## config.mk

```make
export PLATFORM = sky130hd
export DESIGN_NAME = serial_config_loader
export DESIGN_NICKNAME = d
export VERILOG_FILES = /design/src/rtl/serial_config_pkg.sv /design/src/rtl/rise_detect.sv /design/src/rtl/serial_config_loader.sv
export SDC_FILE = /design/constraint.sdc
export NUM_CORES = 1
export LEC_CHECK = 0
export ABC_AREA = 1
export CORE_AREA = 2 2 185 187
export CTS_BUF_LIST = sky130_fd_sc_hd__clkbuf_4
export CTS_CLUSTER_SIZE = 10
export DETAILED_ROUTE_END_ITERATION = 10
export DIE_AREA = 0 0 187 189
export MAX_ROUTING_LAYER = met4
export SLEW_MARGIN = 20
export SYNTH_ARGS = -nofsm -noshare
export SYNTH_HDL_FRONTEND = slang
export SYNTH_SLANG_ARGS = --single-unit
```

## constraint.sdc

```tcl
create_clock -name clk -period 1.9 [get_ports clk]
set_clock_uncertainty 0.1 [all_clocks]
set_input_delay 0.38 -clock clk [delete_from_list [all_inputs] [get_ports clk]]
set_output_delay 0.38 -clock clk [all_outputs]
set_load 0.01 [all_outputs]
```

## src/rtl/serial_config_pkg.sv

```systemverilog
// Shared types and helpers for the serial configuration loader.
package serial_config_pkg;

  typedef enum logic [2:0] {IDLE, ARM, EN, HIGH, LOW, END} state_t;
  typedef enum logic [1:0] {NEXT, REPEAT, EXT} src_t;

  function automatic int unsigned wrap_inc(input int unsigned v, input int unsigned n);
    return (v >= n - 1) ? 0 : v + 1;
  endfunction

endpackage

```

## src/rtl/rise_detect.sv

```systemverilog
// Rising-edge detector for an already-debounced level request.
module rise_detect (
  input  logic clk,
  input  logic req,
  output logic rise
);

  logic req_q;

  // Sampled unconditionally, so a level held through reset does not fire on release.
  always_ff @(posedge clk) begin
    req_q <= req;
  end

  assign rise = req & ~req_q;

endmodule

```

## src/rtl/serial_config_loader.sv

```systemverilog
// Selects a preset, repeated or external configuration word and shifts it out over sen/sclk/sdata.
module serial_config_loader
  import serial_config_pkg::*;
#(
  parameter int unsigned CFG_WIDTH   = 52,
  parameter int unsigned NUM_PRESETS = 8,
  parameter int unsigned SCLK_DIV    = 1,
  parameter int unsigned LSB_FIRST   = 1,
  localparam int unsigned IDX_W = (NUM_PRESETS > 1) ? $clog2(NUM_PRESETS) : 1,
  localparam int unsigned PH_W  = (SCLK_DIV > 1) ? $clog2(SCLK_DIV) : 1,
  localparam int unsigned BIT_W = $clog2(CFG_WIDTH)
) (
  input  logic                             clk,
  input  logic                             reset,
  input  logic [NUM_PRESETS*CFG_WIDTH-1:0] preset_table,
  input  logic                             next_req,
  input  logic                             repeat_req,
  input  logic                             ext_valid,
  input  logic [CFG_WIDTH-1:0]             ext_cfg,
  output logic                             ext_ready,
  output logic                             sen,
  output logic                             sclk,
  output logic                             sdata,
  output logic                             busy,
  output logic                             done,
  output logic [IDX_W-1:0]                 cur_idx
);

  logic next_rise, repeat_rise;

  rise_detect u_next_rise   (.clk(clk), .req(next_req),   .rise(next_rise));
  rise_detect u_repeat_rise (.clk(clk), .req(repeat_req), .rise(repeat_rise));

  state_t               state, state_nx;
  src_t                 src, src_nx;
  logic [CFG_WIDTH-1:0] sr, sr_nx;
  logic [PH_W-1:0]      ph, ph_nx;
  logic [BIT_W-1:0]     bcnt, bcnt_nx;
  logic [IDX_W-1:0]     last_idx, last_nx, cur_nx;
  logic [CFG_WIDTH-1:0] preset_cur, preset_last;
  logic                 ph_last;

  assign preset_cur  = preset_table[int'(cur_idx)  * CFG_WIDTH +: CFG_WIDTH];
  assign preset_last = preset_table[int'(last_idx) * CFG_WIDTH +: CFG_WIDTH];
  assign ph_last     = (ph == PH_W'(SCLK_DIV - 1));

  always_comb begin
    state_nx = state;
    src_nx   = src;
    sr_nx    = sr;
    ph_nx    = ph;
    bcnt_nx  = bcnt;
    cur_nx   = cur_idx;
    last_nx  = last_idx;
    unique case (state)
      IDLE: begin
        if (ext_valid && ext_ready) begin
          sr_nx    = ext_cfg;
          src_nx   = EXT;
          state_nx = ARM;
        end else if (next_rise) begin
          sr_nx    = preset_cur;
          src_nx   = NEXT;
          state_nx = ARM;
        end else if (repeat_rise) begin
          sr_nx    = preset_last;
          src_nx   = REPEAT;
          state_nx = ARM;
        end
      end
      ARM: begin
        bcnt_nx  = '0;
        ph_nx    = '0;
        state_nx = EN;
      end
      EN: begin
        ph_nx    = '0;
        state_nx = HIGH;
      end
      HIGH: begin
        if (ph_last) begin
          ph_nx    = '0;
          state_nx = LOW;
        end else begin
          ph_nx = ph + 1'b1;
        end
      end
      LOW: begin
        if (ph_last) begin
          ph_nx = '0;
          if (LSB_FIRST != 0) sr_nx = {1'b0, sr[CFG_WIDTH-1:1]};
          else                sr_nx = {sr[CFG_WIDTH-2:0], 1'b0};
          if (bcnt == BIT_W'(CFG_WIDTH - 1)) begin
            state_nx = END;
          end else begin
            bcnt_nx  = bcnt + 1'b1;
            state_nx = HIGH;
          end
        end else begin
          ph_nx = ph + 1'b1;
        end
      end
      END: begin
        if (src == NEXT) begin
          last_nx = cur_idx;
          cur_nx  = IDX_W'(wrap_inc(32'(cur_idx), NUM_PRESETS));
        end
        state_nx = IDLE;
      end
      default: state_nx = IDLE;
    endcase
  end

  // Outputs are registered from the next state so they line up with the state register.
  always_ff @(posedge clk) begin
    if (reset) begin
      state     <= IDLE;
      src       <= NEXT;
      sr        <= '0;
      ph        <= '0;
      bcnt      <= '0;
      cur_idx   <= '0;
      last_idx  <= '0;
      ext_ready <= 1'b0;
      sen       <= 1'b0;
      sclk      <= 1'b0;
      sdata     <= 1'b0;
      busy      <= 1'b0;
      done      <= 1'b0;
    end else begin
      state     <= state_nx;
      src       <= src_nx;
      sr        <= sr_nx;
      ph        <= ph_nx;
      bcnt      <= bcnt_nx;
      cur_idx   <= cur_nx;
      last_idx  <= last_nx;
      ext_ready <= (state_nx == IDLE);
      sen       <= (state_nx == EN) || (state_nx == HIGH) || (state_nx == LOW);
      sclk      <= (state_nx == HIGH);
      sdata     <= (LSB_FIRST != 0) ? sr_nx[0] : sr_nx[CFG_WIDTH-1];
      busy      <= (state_nx != IDLE);
      done      <= (state_nx == END);
    end
  end

endmodule

```

Word-level counts from Yosys, hierarchy flattened. Index checks and enable logic that the tools add are counted.

Reduce and logical (&&, ||, !) cells: 17. Order comparisons: 1. Eq/ne operators: 13. Muxes and demuxes: 21. Multiply operators: 2. Shift-type cells: 2. $add $sub $neg: 3. Bitwise logic cells: 4.

Operators by type and width (count): 416-bit by 10-bit variable part select with 52-bit output (2); 52-bit 2-to-1 mux (4); 52-bit case mux with 2 select lines (1); 3-bit 2-to-1 mux (7); 3-bit case mux with 5 select lines (1); 3-bit by 4-bit multiplier with 7-bit output, second input constant (2); 3-bit by 2-bit == test with 1-bit output, second input constant (4); 3-bit == test, second input constant (4); 6-bit 2-to-1 mux (2); 6-bit case mux with 2 select lines (1); 6-bit by 1-bit adder with 6-bit output, second input constant (1); 6-bit == test, second input constant (1); 3-bit zero test (2); 2-bit 2-to-1 mux (3); 3-bit AND reduction (2); 2-bit nonzero test (3); 3-bit nonzero test (2); 2-bit != test, second input constant (2); 4-bit != test, second input constant (1); 2-bit AND reduction (2); 2-bit OR reduction (2); 3-bit by 1-bit adder with 3-bit output, second input constant (1); 3-bit by 1-bit == test with 1-bit output, second input constant (1); 3-bit >= comparator, second input constant (1); other kinds (8) (11).

Output and inout bits: 9. Input bits: 473. Logic and storage cells: 78. Flip-flop bits (word level): 77.

Longest topological paths before layout. Gate-level depths: netlist (run 1).

Depth in word-level cells: 9. Mapped depth: 12. Depth with buffers taken out: 11.

Cells and area by module. A second synthesis (run 1) with hierarchy kept.

Cells, all modules: 1456. Area, all modules: 7985.2 um^2.

Modules (own cells, without submodules): serial_config_loader (area each 7925.1 um^2, times used 1, seq. area each 1481.4 um^2, cells an instance 1450); rise_detect (area each 30.0 um^2, times used 2, seq. area each 20.0 um^2, cells an instance 3).

Worst setup path before layout (run 1). No wires, ideal clock.

Kind: reg2reg. Start: register cur_idx[0]. End: register sr[3]. Path slack: 0.287 ns. Required time: 1.730 ns. Buffers on the path: 2. Library setup time: 0.070 ns. Cell stages (with the launch flop): 9. Clock period less this slack: 1.613 ns. Arrival: 1.443 ns. Cells stage by stage: dfxtp_1 > nand3_1 > nand2_2 > buf_4 > clkbuf_1 > o21ai_0 > nand3_1 > nand3_1 > a21oi_1.

Longest elaborated chain between the ends: 5.

RTL lines: start, declared (line serial_config_loader.sv:26) `output logic [IDX_W-1:0] cur_idx`; start signal, assigned (line serial_config_loader.sv:136) `cur_idx <= cur_nx;`; 3-bit by 4-bit multiplier with 7-bit output (line serial_config_loader.sv:43) `assign preset_cur = preset_table[int'(cur_idx) * CFG_WIDTH +: CFG_WIDTH];`; 416-bit by 10-bit variable part select with 52-bit output (line serial_config_loader.sv:43); 52-bit 2-to-1 mux (line serial_config_loader.sv:61) `end else if (next_rise) begin`; 52-bit 2-to-1 mux (line serial_config_loader.sv:57) `if (ext_valid && ext_ready) begin`; 52-bit case mux with 2 select lines (line serial_config_loader.sv:55) `unique case (state)`; end signal, assigned (line serial_config_loader.sv:133) `sr <= sr_nx;`; end, declared (line serial_config_loader.sv:36) `logic [CFG_WIDTH-1:0] sr, sr_nx;`.

No other way between the ends. A chain may end at the register's enable or synchronous reset.

Worst setup path after layout (run 1).
Start: register u_next_rise.req_q. End: register sr[4].

Longest elaborated chain between the ends: 5. Elaborated cells on any way between the ends: 7.

RTL lines: start, declared (line rise_detect.sv:8) `logic req_q;`; start signal, assigned (line rise_detect.sv:12) `req_q <= req;`; 1-bit NOT (*) (line rise_detect.sv:15) `assign rise = req & ~req_q;`; 1-bit bitwise AND (*) (line rise_detect.sv:15); 52-bit 2-to-1 mux (line serial_config_loader.sv:61); 52-bit 2-to-1 mux (line serial_config_loader.sv:57); 52-bit case mux with 2 select lines (line serial_config_loader.sv:55).

Every way passes the cells marked *; elsewhere a longest branch is shown, timed or not.

==> results of run 1 <==
## metrics by stage
stage / total power, mW / cells / TNS, ns
final: 6.90 / 2519 / -0.0135
after global routing: 7.34 / 2519 / -1.39
after CTS: 6.73 / 2503 / -0.0885
after detailed placement: 5.43 / 2471 / -31.98
after global placement: 5.43 / 2471 / -29.02
after floorplan: 3.43 / 1553 / 0
## repair_timing
| action | CTS | global route |
|---|---|---|
| gates resized for setup | 50 | 80 |
| pin swaps | 3 | 7 |
| setup endpoints to repair | 47 | 56 |
| setup buffers | 10 | 3 |
| cloned | 7 | 4 |
| endpoints found under the hold margin | 0 | 0 |
## layer usage
| layer | vias up | global-route usage |
|---|---|---|
| met2 | 521 | 0.493 |
| li1 | 5996 | - |
| met1 | 5607 | 0.335 |
| met3 | 74 | 0.0584 |
| met4 | 0 | 0.0910 |
| met5 | - | - |
## area by class of cell
| cell class | count | area [um^2] |
|---|---|---|
| timing repair buffer | 608 | 6400 |
| antenna | 9 | 22.5 |
| clock inverter | 6 | 93.8 |
| sequential | 76 | 1530 |
| fill | 3580 | 18100 |
| tap | 448 | 561 |
| clock buffer | 10 | 75.1 |
| inverter | 203 | 776 |
| multi-input combinational | 1159 | 5710 |
## final timing paths
check,startpoint,end,slack (ns)
setup / recovery,u_next_rise.req_q,sr[4],-0.006
hold / removal,next_req,u_next_rise.req_q,0.29
setup reg to reg,u_next_rise.req_q,sr[4],-0.006
hold reg to reg,src[0],src[0],0.40
## cell usage in the layout, fill, tap and decap left out, types with 3 or more instances in the layout
cell	n
a21oi_1	64
a21oi_2	18
buf_12	26
buf_16	6
buf_4	79
buf_6	5
buf_8	4
bufbuf_16	3
clkbuf_16	4
clkbuf_4	10
clkdlybuf4s50_1	475
dfxtp_1	72
dfxtp_2	4
diode_2	9
dlygate4sd2_1	6
ha_1	3
inv_1	194
inv_2	4
inv_6	4
nand2_1	648
nand2_2	8
nand2_4	4
nand2_8	5
nand3_1	232
nand3_2	29
nor2_1	22
nor3_1	5
nor3b_1	3
o211ai_1	18
o21ai_0	18
o21ai_1	15
o221ai_1	42
o221ai_2	7
## synth_stat cells (all sizes together), types with 2 or more instances
| cell type | count | area, um^2 |
|---|---|---|
| nand2 | 663 | 2500 |
| nand3 | 263 | 1320 |
| inv | 201 | 754 |
| a21oi | 83 | 415 |
| dfxtp | 76 | 1520 |
| buf | 68 | 344 |
| o221ai | 51 | 447 |
| clkbuf | 49 | 184 |
| o21ai | 36 | 184 |
| nor2 | 23 | 86.3 |
| o211ai | 18 | 135 |
| nor3 | 5 | 25.0 |
| ha | 3 | 37.5 |
| nor3b | 3 | 22.5 |
| a22oi | 2 | 15.0 |
| clkinv | 2 | 7.51 |
## flip-flops by register name, indices dropped and copies added (netlist names)
register / count
busy: 1
last_idx: 3
state: 3
bcnt: 6
u_repeat_rise.req_q: 1
sen: 1
u_next_rise.req_q: 1
done: 1
sclk: 1
ext_ready: 1
cur_idx: 3
sr: 52
src: 2
## where the power goes
group	leakage (nW)	internal (mW)	total, mW	switching, mW
clock	0.0881	0.562	1.25	0.688
sequential	0.628	1.90	2.16	0.262
combinational	6.39	1.80	3.49	1.69
total	7.11	4.26	6.90	2.64
## kinds of logic after synthesis
group	Yosys count
buf+inv	320
simple gates	960
compound gates	194
flops	76
fa+ha+maj	3
==> results.py, run 1 <==
metrics = {
    "status": {
        "status": "complete, but fails checks",
        "violations": "setup timing",
    },
    "worst_setup_path": {
        "cp-end-kind": "flop",
        "reg2regPathDepth": 9,
        "required_ns": 2.15,
        "crit_fanout": 21,
        "cp_top_family": "compound AO/OA/AOI/OAI gates",
        "crit_chain": "clkinv_4, nand2_8, buf_6, o211ai_1, nand2_1, nand2_4, buf_12, o221ai_1, a21oi_2",
        "path_depth": 9,
        "cp.buffers_inverters": 3,
        "path_class": "reg2reg",
        "cp-start-kind": "flop",
        "slowest_stage": "o221ai_1",
        "cpPeakStageDelay_ns": 0.41,
        "arrival_ns": 2.15,
    },
    "logic_synthesis": {
        "synth_compound_area_frac": 0.153,
        "synth-async-reset-ratio": 0,
        "synth_warnings": 0,
        "yosysSeqAreaShare": 0.189,
        "muxShareOfSynthArea": 0,
        "synth_area_per_cell_um2": 5.18,
        "synth_fa_ha_area_frac": 0.00467,
        "syn_nets": 2029,
        "synth_area_mm2": 0.00804,
        "yosysUniqueCellTypes": 29,
        "synthCells": 1553,
        "synth_xor_area_frac": 0,
        "synth-main-ff-cell": "dfxtp_1",
        "synth-seq-cells": 76,
        "synth_top_family_by_area": "simple AND/OR/NAND/NOR gates",
        "synth_edf_count": 0,
        "synthSimpleGateAreaFrac": 0.493,
    },
    "clock_tree": {
        "cts-root-buf": "clkbuf_4",
        "clockBufferDepth": 2,
        "clkTransAtPathRegs_ns": 0.14,
        "cts-buffers-inserted": 9,
        "clkLatencyLatePin_ns": 0.48,
        "cts_max_level": 3,
        "cts_tree": "done",
        "holdBufCountCts": 0,
        "cts_num_sinks": 76,
    },
    "floorplanning": {
        "ios": 482,
        "coreArea_mm2": 0.0333,
        "num_rows": 67,
        "start_util": 0.242,
        "dieArea_mm2": 0.0353,
        "dieHeight_um": 189,
        "die_x_um": 187,
    },
    "sta": {
        "report.final.slew_viol_count": 0,
        "setup_viol": 3,
        "layout_setup_ws_ns": -0.00589,
        "timing.fmax_mhz": 525,
        "min_period_ns": 1.91,
        "hold_ws_ns": 0.286,
        "hold_viol_final": 0,
        "period_share": 1.00,
        "worstMarginPinSlew_ns": 0.533,
        "relSlewSlack": 0.644,
        "grt_setup_unrepaired": "yes",
    },
    "grt": {
        "grt_max_degree": 53,
        "grt_use_total": 0.287,
        "grt_pass1_wl_mm": 74.6,
        "grt-ovfl-total": 0,
        "antenna_found_initial": 9,
        "grt_pass1_vias": 12300,
    },
    "flow_run": {
        "cap_violations": 0,
    },
    "worst_hold_path": {
        "holdPathStages": 1,
        "hp-class": "in2reg",
    },
    "placement": {
        "preCtsSetupSlack_ns": -0.793,
        "dpl_cell_area_mm2": 0.0141,
        "routabilityCongestion": 0.970,
        "dp_hpwl_mm": 40.1,
        "portBuffers": 481,
    },
    "power_and_ir_drop": {
        "total_leakage_power_nw": 7.11,
        "peakVddDrop_mv": 0.279,
        "power_density_mw_per_mm2": 455,
    },
    "drt": {
        "wl_met2_mm": 24.8,
        "wl_met1_mm": 20.9,
        "drtIter0Drc": 742,
        "drt_pass1_iterations": 5,
        "vias": 12200,
        "viasPerCell": 4.84,
        "dr_wl_met3_mm": 3.42,
        "drc": 0,
        "routed_wl_mm": 50.9,
        "maxUsedRoutingLayer": "met4",
        "wl_per_cell_um": 20.2,
        "antenna_left": 0,
    },
    "final_layout": {
        "fin_util": 0.456,
        "stdcell_area_mm2": 0.0152,
        "final_nets": 2533,
        "drive_above_1_share": 0.114,
        "syn_to_final_growth_pct": 88.5,
    },
}
Note: power is estimated with default switching activity, not from simulation.
==> run 2: changes to the inputs <==
ABC_AREA = not set   (was 1)
CORE_AREA = 2 2 186 188   (was 2 2 185 187)
CTS_CLUSTER_SIZE = 25   (was 10)
DIE_AREA = 0 0 188 190   (was 0 0 187 189)
==> run 2 against run 1 <==
The flow still finishes with violations (setup timing). First-iteration DRC count fell by 6.7%. Core utilization fell by 3.3 points. Design area down 5.4%. Total power down 19%. Fmax shrank 12%. Register-to-register slack got worse by 0.26 ns. Largest cell class unchanged.
==> results.py, run 2 <==
metrics = {
    "status": {
        "status": "complete, but fails checks",
        "violations": "setup timing",
    },
    "final_layout": {
        "reg.largest.list": "sr x52, bcnt x6",
        "layout_common_cells": "clkdlybuf4s50_1, nand2_1, a21oi_1",
        "layout_commonest_cell": "clkdlybuf4s50_1",
        "largest_register": "sr",
        "final_nets": 1907,
        "multi_input_area_mm2": 0.00561,
        "fin_util": 0.423,
        "syn_to_final_growth_pct": 93.8,
        "n_fill_cell": 3302,
        "largest_reg_flops": 52,
        "drive_above_1_share": 0.178,
        "seq_area_mm2": 0.00154,
    },
    "worst_setup_path": {
        "arrival_ns": 2.42,
        "path_class": "reg2reg",
        "crit_fanout": 7,
        "required_ns": 2.16,
        "cp-start-kind": "flop",
        "cp-end-kind": "flop",
        "reg2regPathDepth": 8,
    },
    "sta": {
        "hold_viol_final": 0,
        "grt_setup_unrepaired": "yes",
        "min_period_ns": 2.17,
        "timing.fmax_mhz": 461,
        "worstMarginPinSlew_ns": 0.575,
        "layout_setup_ws_ns": -0.267,
        "period_share": 1.14,
        "report.final.slew_viol_count": 0,
        "setup_viol": 52,
        "relSlewSlack": 0.617,
    },
    "power_and_ir_drop": {
        "peakVddDrop_mv": 0.310,
        "total_leakage_power_nw": 5.38,
        "finalPower_mw": 5.57,
        "power_density_mw_per_mm2": 388,
    },
    "grt": {
        "grt_util_met3": 0.0360,
        "grtUsageMet2": 0.379,
        "grt_max_degree": 37,
        "grt_pass1_vias": 9781,
        "antenna_found_initial": 3,
        "grtUsageMet1": 0.280,
        "grt_use_total": 0.224,
        "grt_busiest_layer": "met2",
        "grt_pass1_wl_mm": 58.7,
        "grt-ovfl-total": 0,
    },
    "drt": {
        "antenna_left": 0,
        "drt_pass1_iterations": 7,
        "viasPerCell": 5.30,
        "drtIter0Drc": 692,
        "drc": 0,
        "routed_wl_mm": 41.7,
        "wl_per_cell_um": 22.0,
        "vias": 10000,
    },
    "logic_synthesis": {
        "yosysUniqueCellTypes": 52,
        "synthTopCellsByCount": "nand2_1, a21oi_1, dfxtp_1, nand3_1",
        "synth-async-reset-ratio": 0,
        "synth_top_area_frac": 0.206,
        "synth_area_per_cell_um2": 8.05,
        "synth_warnings": 0,
        "synth-main-ff-cell": "dfxtp_1",
        "synthCells": 920,
        "syn_nets": 1396,
        "synth_most_common_cell": "nand2_1",
        "yosysSeqAreaShare": 0.206,
        "synth_top_area_cell": "dfxtp_1",
        "synthTopCellsByArea": "dfxtp_1, mux4_2, nand2_1",
        "synth_edf_count": 0,
        "synth-seq-cells": 76,
        "synth_area_mm2": 0.00740,
    },
    "floorplanning": {
        "die_x_um": 188,
        "num_rows": 68,
        "dieHeight_um": 190,
        "dieArea_mm2": 0.0357,
        "ios": 482,
        "coreArea_mm2": 0.0339,
        "start_util": 0.218,
    },
    "clock_tree": {
        "clkLatencyLatePin_ns": 0.47,
        "cts_max_level": 3,
        "clockBufferDepth": 2,
        "holdBufCountCts": 0,
        "cts-buffers-inserted": 9,
        "cts-root-buf": "clkbuf_4",
        "clkTransAtPathRegs_ns": 0.17,
        "cts_num_sinks": 76,
        "cts_tree": "done",
    },
    "worst_hold_path": {
        "holdPathStages": 1,
        "hp-class": "in2reg",
    },
    "placement": {
        "routabilityCongestion": 0.946,
        "dp_hpwl_mm": 32.4,
        "portBuffers": 481,
    },
    "flow_run": {
        "cap_violations": 0,
    },
}
run 2: worst paths after layout:
kind,startpoint,endpoint,slack [ns]
max reg2reg,u_next_rise.req_q,sr[32],-0.27
max,u_next_rise.req_q,sr[32],-0.27
min reg2reg,src[0],src[0],0.38
min,next_req,u_next_rise.req_q,0.12
run 2: report_power, final:
part           switching [mW]  internal (mW)  total (mW)  leakage, nW
Clock                   0.778          0.436        1.21       0.0825
Sequential              0.142           1.82        1.96        0.629
Combinational           0.906           1.49        2.40         4.67
Total                    1.83           3.75        5.57         5.38
run 2: worst max-delay path: stages, from the launching register on:
cell and delay (ns):
dfxtp_2 0.37, nor2b_4 0.14, mux2i_4 0.26, buf_12 0.15
buf_12 0.16, buf_12 0.14, mux4_2 0.54, nand3_2 0.09
a31oi_1 0.07
run 2: metrics by stage:
stage	TNS (ns)	std cells	hold slack [ns]	area, um^2	setup WS, ns
global placement	-42.50	1858	0.355	13600	-0.849
detailed placement	-44.10	1858	0.363	13600	-0.882
floorplan	-6.81	920	0.308	7450	-0.136
CTS	-8.74	1877	0.0601	13900	-0.222
finish	-9.58	1894	0.119	14300	-0.267
global route	-13.88	1894	0.0636	14300	-0.353
run 2: cell type report:
class / count / area share
Tap cell: 455 / 0.0397
Antenna cell: 3 / 0.000523
Clock inverter: 7 / 0.00619
Clock buffer: 9 / 0.00471
Timing Repair Buffer: 608 / 0.450
Multi-Input combinational cell: 733 / 0.391
Inverter: 3 / 0.000785
Sequential cell: 76 / 0.107
run 2: what timing repair did:
item | CTS | global route
setup buffers | 1 | 9
resized for setup | 19 | 66
pin swaps | 0 | 10
setup endpoints to repair | 57 | 60
gates cloned | 2 | 5
run 2: cells by family (layout without fill, tap and decap cells):
| logic type | after synthesis | count (layout) | share of synthesized area |
|---|---|---|---|
| other cells | 0 | 3 | 0 |
| flops | 76 | 76 | 0.206 |
| simple gates | 276 | 276 | 0.160 |
| xor+xnor | 6 | 6 | 0.00710 |
| buf+inv | 111 | 627 | 0.0708 |
| mux | 110 | 110 | 0.237 |
| compound gates | 338 | 338 | 0.315 |
| fa+ha+maj | 3 | 3 | 0.00507 |
run 2: metal layers:
metal / part of all wire / vias to the layer above
met2: 0.50 / 545
met1: 0.41 / 4829
met3: 0.071 / 53
met4: 0.022 / 0
li1: - / 4609
met5: 0 / -
